<file path="config.mk">
export PLATFORM = sky130hd
export DESIGN_NAME = btn_conditioner
export DESIGN_NICKNAME = d
export VERILOG_FILES = /design/src/rtl/btn_pkg.sv /design/src/rtl/btn_debounce_ch.sv /design/src/rtl/btn_conditioner.sv
export SDC_FILE = /design/constraint.sdc
export NUM_CORES = 1
export LEC_CHECK = 0
export ABC_CLOCK_PERIOD_IN_PS = 2290
export CORE_AREA = 2 2 89 108
export DETAILED_ROUTE_END_ITERATION = 8
export DIE_AREA = 0 0 91 110
export GPL_TIMING_DRIVEN = 0
export PLACE_DENSITY = 0.7
export RECOVER_POWER = 50
export SYNTH_ARGS = -nofsm -noshare
export SYNTH_HDL_FRONTEND = slang
export SYNTH_HIERARCHICAL = 1
export SYNTH_SLANG_ARGS = --single-unit
</file>
<file path="constraint.sdc">
create_clock -name CLK -period 2.29 [get_ports CLK]
set_input_delay 0.458 -clock CLK [delete_from_list [all_inputs] [get_ports CLK]]
set_output_delay 0.458 -clock CLK [all_outputs]
set_load 0.03 [all_outputs]
</file>
<file path="src/rtl/btn_pkg.sv">
`default_nettype none
// ============================================================================
// Module      : btn_pkg
// Description : Shared types and helpers for the push-button conditioner.
//               Holds the per-channel FSM state encoding, the move-direction
//               indices used by the cursor tracker, and the function that
//               sizes the per-channel cycle counter.
// Macro       : BTN_AUTO_REPEAT_EN (selects the counter sizing in the users)
// Revision    : 1.0 - initial release
// ============================================================================
package btn_pkg;

    typedef enum logic [2:0] {
        IDLE      = 3'd0,
        PRESS_CHK = 3'd1,
        HELD      = 3'd2,
        REPEAT    = 3'd3,
        REL_CHK   = 3'd4
    } btn_state_t;

    // Button index doubles as the move direction code (bit 0 wins).
    localparam logic [1:0] DIR_RIGHT = 2'd0;
    localparam logic [1:0] DIR_UP    = 2'd1;
    localparam logic [1:0] DIR_DOWN  = 2'd2;

    // Counter must hold the largest terminal count in use; the repeat
    // timings only matter when auto-repeat is built in.
    function automatic int cnt_width(input int debounce, input int delay,
                                     input int period, input bit rep_en);
        int m;
        m = debounce;
        if (rep_en) begin
            if (delay > m)  m = delay;
            if (period > m) m = period;
        end
        return $clog2(m) + 1;
    endfunction

endpackage : btn_pkg
`default_nettype wire

</file>
<file path="src/rtl/btn_debounce_ch.sv">
`default_nettype none
// ============================================================================
// Module      : btn_debounce_ch
// Description : One button channel: two-flop synchroniser, debounce /
//               auto-repeat FSM sharing a single counter, registered clean
//               level and single-cycle press pulse.
// Ports       : clk_i    - system clock
//               rst_ni   - synchronous active-low reset
//               btn_i    - raw asynchronous button level (active high)
//               clean_o  - debounced level (registered)
//               pulse_o  - one-cycle strobe per accepted press / repeat
// Macro       : BTN_AUTO_REPEAT_EN - adds the HELD -> REPEAT path and the
//               periodic repeat pulses; without it a press yields one pulse.
// Revision    : 1.0 - initial release
// ============================================================================
module btn_debounce_ch
    import btn_pkg::*;
#(
    parameter int DEBOUNCE_CYCLES = 1000000,
    parameter int REPEAT_DELAY    = 50000000,
    parameter int REPEAT_PERIOD   = 10000000
) (
    input  logic clk_i,
    input  logic rst_ni,
    input  logic btn_i,
    output logic clean_o,
    output logic pulse_o
);

`ifdef BTN_AUTO_REPEAT_EN
    localparam bit c_rep_en = 1'b1;
`else
    localparam bit c_rep_en = 1'b0;
`endif

    localparam int c_cnt_w = cnt_width(DEBOUNCE_CYCLES, REPEAT_DELAY,
                                       REPEAT_PERIOD, c_rep_en);
    typedef logic [c_cnt_w-1:0] cnt_t;

    localparam cnt_t c_deb_last = cnt_t'(DEBOUNCE_CYCLES - 1);
    localparam cnt_t c_one      = cnt_t'(1);
`ifdef BTN_AUTO_REPEAT_EN
    localparam cnt_t c_dly_last = cnt_t'(REPEAT_DELAY - 1);
    localparam cnt_t c_per_last = cnt_t'(REPEAT_PERIOD - 1);
`endif

    logic [1:0] sync_q;
    logic       sync;
    btn_state_t state_q, state_d;
    cnt_t       cnt_q, cnt_d;
    logic       fire_q, fire_d;     // pulse event, one cycle ahead of pulse_q
    logic       clean_q, clean_d;
    logic       pulse_q, pulse_d;

    assign sync = sync_q[1];

    // ---------------- state register ----------------
    always_ff @(posedge clk_i) begin
        if (!rst_ni) begin
            sync_q  <= 2'b00;
            state_q <= IDLE;
            cnt_q   <= '0;
            fire_q  <= 1'b0;
        end else begin
            sync_q  <= {sync_q[0], btn_i};
            state_q <= state_d;
            cnt_q   <= cnt_d;
            fire_q  <= fire_d;
        end
    end

    // ---------------- next-state logic ----------------
    always_comb begin
        state_d = state_q;
        cnt_d   = cnt_q;
        fire_d  = 1'b0;
        case (state_q)
            IDLE: begin
                if (sync) begin
                    state_d = PRESS_CHK;
                    cnt_d   = '0;
                end
            end
            PRESS_CHK: begin
                if (!sync) begin
                    state_d = IDLE;
                end else if (cnt_q == c_deb_last) begin
                    state_d = HELD;
                    cnt_d   = '0;
                    fire_d  = 1'b1;
                end else begin
                    cnt_d = cnt_q + c_one;
                end
            end
            HELD: begin
                if (!sync) begin
                    state_d = REL_CHK;
                    cnt_d   = '0;
                end
`ifdef BTN_AUTO_REPEAT_EN
                else if (cnt_q == c_dly_last) begin
                    state_d = REPEAT;
                    cnt_d   = '0;
                    fire_d  = 1'b1;
                end else begin
                    cnt_d = cnt_q + c_one;
                end
`endif
            end
`ifdef BTN_AUTO_REPEAT_EN
            REPEAT: begin
                if (!sync) begin
                    state_d = REL_CHK;
                    cnt_d   = '0;
                end else if (cnt_q == c_per_last) begin
                    cnt_d  = '0;
                    fire_d = 1'b1;
                end else begin
                    cnt_d = cnt_q + c_one;
                end
            end
`endif
            REL_CHK: begin
                // A bounce back to 1 returns to HELD without a pulse and
                // restarts the repeat timer.
                if (sync) begin
                    state_d = HELD;
                    cnt_d   = '0;
                end else if (cnt_q == c_deb_last) begin
                    state_d = IDLE;
                    cnt_d   = '0;
                end else begin
                    cnt_d = cnt_q + c_one;
                end
            end
            default: begin
                state_d = IDLE;
                cnt_d   = '0;
            end
        endcase
    end

    // ---------------- output logic ----------------
    always_comb begin
        clean_d = (state_q == HELD) || (state_q == REPEAT) || (state_q == REL_CHK);
        pulse_d = fire_q;
    end

    always_ff @(posedge clk_i) begin
        if (!rst_ni) begin
            clean_q <= 1'b0;
            pulse_q <= 1'b0;
        end else begin
            clean_q <= clean_d;
            pulse_q <= pulse_d;
        end
    end

    assign clean_o = clean_q;
    assign pulse_o = pulse_q;

endmodule : btn_debounce_ch
`default_nettype wire

</file>
<file path="src/rtl/btn_conditioner.sv">
`default_nettype none
// ============================================================================
// Module      : btn_conditioner
// Description : Push-button front end for the cursor tracker. Conditions
//               NBTN raw buttons into debounced levels and press pulses and
//               priority-encodes the pulses into a move strobe/direction.
// Ports       : CLK        - system clock
//               RESET      - synchronous active-low reset
//               PushButton - raw asynchronous button levels (active high)
//               btn_clean  - debounced level per button
//               btn_pulse  - one-cycle strobe per accepted press / repeat
//               move_valid - high while any btn_pulse bit is high
//               move_dir   - lowest pulsing index (Right > Up > Down), else 0
// Macro       : BTN_AUTO_REPEAT_EN - enables auto-repeat while a button is
//               held (default build: one pulse per press).
// Revision    : 1.0 - initial release
// ============================================================================
module btn_conditioner
    import btn_pkg::*;
#(
    parameter int NBTN            = 3,
    parameter int DEBOUNCE_CYCLES = 1000000,
    parameter int REPEAT_DELAY    = 50000000,
    parameter int REPEAT_PERIOD   = 10000000
) (
    input  logic            CLK,
    input  logic            RESET,
    input  logic [NBTN-1:0] PushButton,
    output logic [NBTN-1:0] btn_clean,
    output logic [NBTN-1:0] btn_pulse,
    output logic            move_valid,
    output logic [1:0]      move_dir
);

    for (genvar g = 0; g < NBTN; g++) begin : g_ch
        btn_debounce_ch #(
            .DEBOUNCE_CYCLES (DEBOUNCE_CYCLES),
            .REPEAT_DELAY    (REPEAT_DELAY),
            .REPEAT_PERIOD   (REPEAT_PERIOD)
        ) u_ch (
            .clk_i   (CLK),
            .rst_ni  (RESET),
            .btn_i   (PushButton[g]),
            .clean_o (btn_clean[g]),
            .pulse_o (btn_pulse[g])
        );
    end

    // Pulses are already registered, so the encoder stays combinational
    // and lines up with btn_pulse in the same cycle.
    always_comb begin
        move_valid = |btn_pulse;
        move_dir   = DIR_RIGHT;
        for (int i = NBTN - 1; i >= 0; i--) begin
            if (btn_pulse[i]) begin
                move_dir = 2'(i);
            end
        end
    end

endmodule : btn_conditioner
`default_nettype wire

</file>
Word-level counts from Yosys, hierarchy flattened
Index checks and enable logic that the tools add are counted. W data, S select, Z words.

Add/sub/neg operators: 3. Eq/ne operators: 30. Muxes and demuxes: 45. Reductions and logical operators: 19.

Operator list (number): $mux W21 (15); $pmux W21 S4 (3); $add A21 B1 Y21 const B (3); $eq A21 B20 Y1 const B (3); $mux W3 (18); $pmux W3 S4 (3); $eq A3 B2 Y1 const B (6); $reduce_and A3 Y1 (6); $ne A2 B1 Y1 const B (6); $reduce_and A4 Y1 (3); $eq A3 B1 Y1 const B (3); $eq A3 B3 Y1 const B (3); $logic_not A3 Y1 (3); $ne A3 B1 Y1 const B (3); $ne A3 B3 Y1 const B (3); $logic_or A1 B1 Y1 (6); $mux W2 (3); $ne A2 B2 Y1 const B (3); $mux W1 (3); $reduce_or A3 Y1 (1).

Register bits after elaboration: 87. Output and inout bits: 9.

Logic depth before layout (Yosys ltp)
Word-level depth: 4. Gate-level depth with buffers: 7. Depth with buffers taken out: 6.

Hierarchy
Netlist, hierarchy kept.

By module, submodules not included: btn_debounce_ch at g_ch[1].u_ch (instances 1, cells each 172, area each 1550.2 um^2, seq. area each 580.6 um^2); btn_debounce_ch at g_ch[2].u_ch (instances 1, cells each 157, area each 1425.1 um^2, seq. area each 580.6 um^2); btn_debounce_ch at g_ch[0].u_ch (instances 1, cells each 151, area each 1408.9 um^2, seq. area each 580.6 um^2); btn_conditioner (instances 1, cells each 3, area each 20.0 um^2, seq. area each 0.0 um^2).

Worst setup path before layout
OpenSTA, ideal clock, no wires.

Path kind: register to register. Start point: register g_ch[2].u_ch.cnt_q[10]. End point: register g_ch[2].u_ch.cnt_q[18]. Data arrival time: 1.771 ns. Path slack: 0.360 ns. Stages on the path, launching flop included: 7. Period minus slack after synthesis: 1.930 ns. Path through: dfxtp_1 or4b_1 nor4b_4 a2111oi_1 o31ai_2 buf_4 a311oi_1.

Cells in the longest elaborated chain, start to end: 4.

Ends and longest elaborated chain: from (decl) (line btn_debounce_ch.sv:50) `cnt_t cnt_q, cnt_d;`; from (signal assigned) (line btn_debounce_ch.sv:67) `cnt_q <= cnt_d;`; $add A21 B1 Y21 / $eq A21 B20 Y1 (equally long branches); $mux W21 (*) (line btn_debounce_ch.sv:87, btn_debounce_ch.sv:129); $mux W21, on equally long branches (line btn_debounce_ch.sv:126, btn_debounce_ch.sv:85); $pmux W21 S4 (*) (line btn_debounce_ch.sv:77) `case (state_q)`.

Every way passes the cells marked *; elsewhere a longest branch is shown, timed or not. The select of a mux whose other input is x is not followed. A chain may end at the register's enable or synchronous reset.

Final worst setup path
Start point: register g_ch[1].u_ch.sync_q[1]. End point: register g_ch[1].u_ch.cnt_q[9].

Cells in the longest elaborated chain, start to end: 2.

Ends and longest elaborated chain: from (decl) (line btn_debounce_ch.sv:47) `logic [1:0] sync_q;`; from (signal assigned) (line btn_debounce_ch.sv:65) `sync_q <= {sync_q[0], btn_i};`; $mux W21, or another cell as far along (line btn_debounce_ch.sv:126) `if (sync) begin`; $pmux W21 S4 / $reduce_and A3 Y1 (equally long branches); to (signal assigned) (line btn_debounce_ch.sv:67); to (decl) (line btn_debounce_ch.sv:50).

Several ways; a longest one is shown, not always the timed one.

==> results.md <==
* Fin crit period at 2.10 ns
* Async SR Flop Fraction at 0
* Aggregate global-route resource usage at 0.188
* WS Path Type: reg -> reg
* Fin crit share at 0.918
* Layout Utilization at 0.558
* Drt pass-1 iters at 4
* Drt wl/cell at 14.0 um
* CP required at 2.57 ns
* Initial Util at 0.493
* Cell variety after synth at 70
* Die Wd at 91 um
* Sequential area share after synthesis at 0.395
* Fin. Hold Viols at 0
* Global route hottest layer: met2
* Final cell count without fillers at 633
* Gate Count Post-Synth at 483
* RSZ-0062 raised after global routing: false
* Headroom to the max-slew limit at 0.354
* Std-Cell Core Area at 8940 um2
* Peak supply drop at 325 uV
* M1 GR Usage at 0.229
* Grt total ovfl at 0
* Die H at 110 um
* Top-area cell type share of the netlist area at 0.395
* Final Max Tran Viols at 0
* # hold bufs at CTS at 0
* Most frequent cells in the layout: 87 x dfxtp_1, 38 x nor2_1, 34 x a21oi_1, 34 x xor2_1, 27 x nand2_1
* Ys Warns at 6
* Cell taking the most area after synthesis: dfxtp_1
* Worst-margin pin slew at 0.969 ns
* N_diodes at 0
* Via count at 3,595
* DP Wirelength at 6170 um
* Fillers at 849
* Worst-path clk slew at 0.09 ns
* Mapped cell area at 4400 um2
* First-pass GRT wire length at 15,500 um
* Number of global-route vias before repair at 3,474
* Leakage at 1.80 nW
* Io pins at 14
* Total Wirelength at 8890 um
* I/O Buffers at 13
* Startpoint class of the critical path: flop
* Drt drc at 0
* Area delta synth->final at 13.2%
* Final nets at 516
* Clock Sinks at 87
* CTS root buf: clkbuf_8
* Clk_skew at 0.00611 ns
* Total negative slack at 0 ns
* Max cap viols at 0
* Worst-Skew Late Latency at 0.35 ns
* # rows at 38
* Initial antenna violation count at 0
* Num CTS Buffers at 9
* CTS tree: yes
* Initial drt markers at 147
* Vias per std cell at 5.68
* H-tree depth at 3
* Clk buf depth at 2
* Post-synth EDFFs at 0
* Most common cell after layout, fill and taps aside: dfxtp_1
* FMAX at 476 MHz
* CP Max Fanout at 10
* Ratio of cells with drive above 1 in the final layout at 0.121
* Dpl cells at 616
* Hold crit path type: reg -> reg
* Total power at 3.17 mW
* Met2 GRT Util at 0.335
* Primary FF master, synth: dfxtp_1
* Post-Syn Area per Cell at 9.12 um2
* #FFs+latches synth at 87
* Setup violators final at 0
* Met3 GRT Util at 0.0387
* Die area at 10,000 um2
* Ranking of synthesized cells by area: dfxtp_1 40%, xor2_1 6.8%, a21oi_1 3.9%
* FF-to-FF setup slack at 0.19 ns
* Routability congestion estimate from global placement at 0.880
* Mapped Nets at 491
* Power Density at 635 nW/um2
* Status: completed
* CP arrival at 2.38 ns
* Antenna-violating nets left at 0
* CP Capture Type: flop
* Largest net degree at the start of global routing at 26
## cell usage after synthesis, types with 3 or more instances
| library cell | instances |
|---|---|
| a21oi_1 | 34 |
| a22oi_1 | 9 |
| a22oi_2 | 4 |
| a31oi_1 | 3 |
| and2_1 | 18 |
| and3_1 | 9 |
| and4_1 | 10 |
| buf_2 | 10 |
| clkbuf_1 | 7 |
| dfxtp_1 | 87 |
| ha_1 | 3 |
| inv_1 | 11 |
| nand2_1 | 27 |
| nand3_1 | 21 |
| nand4_1 | 21 |
| nor2_1 | 38 |
| nor2b_1 | 12 |
| nor3_1 | 6 |
| nor3b_1 | 3 |
| nor4_1 | 4 |
| nor4b_1 | 4 |
| nor4b_4 | 3 |
| nor4bb_1 | 3 |
| o21ai_0 | 13 |
| o31ai_1 | 9 |
| or3_1 | 6 |
| or4_1 | 10 |
| xnor2_1 | 10 |
| xor2_1 | 34 |
## registers in the layout (all words and copies together), names as in the netlist
signal,cells
g_ch.u_ch/cnt_q,63
g_ch.u_ch/state_q,9
g_ch.u_ch/sync_q,6
g_ch.u_ch/clean_o,3
g_ch.u_ch/fire_q,3
g_ch.u_ch/pulse_o,3
## cells by family (layout without fill, tap and decap cells)
family | count (synthesis) | count (layout) | synth area share
AO/OA/AOI/OAI | 95 | 95 | 0.144
XOR/XNOR | 44 | 44 | 0.0875
adder cells (fa/ha/maj) | 3 | 3 | 0.00852
buffers and inverters | 34 | 64 | 0.0423
flip-flops | 87 | 87 | 0.395
AND/OR/NAND/NOR | 220 | 220 | 0.322
## path summary, 6_finish.rpt
path,depth (start not counted),end,startpoint
worst max-delay path,7,g_ch[1].u_ch/cnt_q[9],g_ch[1].u_ch/sync_q[1]
worst min-delay path,1,g_ch[2].u_ch/sync_q[1],g_ch[2].u_ch/sync_q[0]
worst max register to register,7,g_ch[1].u_ch/cnt_q[9],g_ch[1].u_ch/sync_q[1]
worst min register to register,1,g_ch[2].u_ch/sync_q[1],g_ch[2].u_ch/sync_q[0]
## power by group
group / leakage [nW] / internal [mW] / total (mW) / switching [mW]
sequential: 0.702 / 1.52 / 1.53 / 0.0107
combinational: 0.953 / 0.0457 / 0.125 / 0.0792
clock: 0.146 / 0.973 / 1.51 / 0.534
total: 1.80 / 2.54 / 3.17 / 0.624
## through the flow
stage	setup slack [ns]	cell area, um2	hold slack, ns
floorplan	0.360	4400	0.412
global placement	-0.213	4680	0.413
detailed placement	-0.234	4680	0.420
CTS	0.0631	4980	0.441
global route	0.00463	4980	0.462
finish	0.188	4980	0.440
## cell type report
type / count / area (um2) / area share
well taps: 120 / 150 / 0.0301
repair buffers: 15 / 135 / 0.0271
clock buffers: 10 / 138 / 0.0276
plain buffers: 22 / 144 / 0.0289
multi-input cells: 362 / 2480 / 0.497
flip-flops and latches: 87 / 1740 / 0.349
inverters: 11 / 41.3 / 0.00828
clock inverters: 6 / 155 / 0.0311
## worst max-delay path, stage by stage, from the launching register on
cell and delay (ns):
dfxtp_1 0.31, clkbuf_1 0.25, or3_1 0.17, buf_6 0.12, nand4_1 0.27, clkbuf_2 0.30
or3_2 0.44, a22oi_1 0.16
## routing by layer
| layer | part of all wire | up-vias |
|---|---|---|
| met1 | 0.47 | 1725 |
| met4 | 0.0042 | 0 |
| met5 | 0 | - |
| met3 | 0.025 | 2 |
| li1 | - | 1830 |
| met2 | 0.50 | 38 |
## what timing repair did
item / 4_1_cts / 5_1_grt
gates resized for setup: 0 / 6
endpoints found under the setup margin: 0 / 27
setup buffers: 0 / 2
hold endpoints to repair: 0 / 0
No activity file was read; power rests on OpenSTA's default activity.
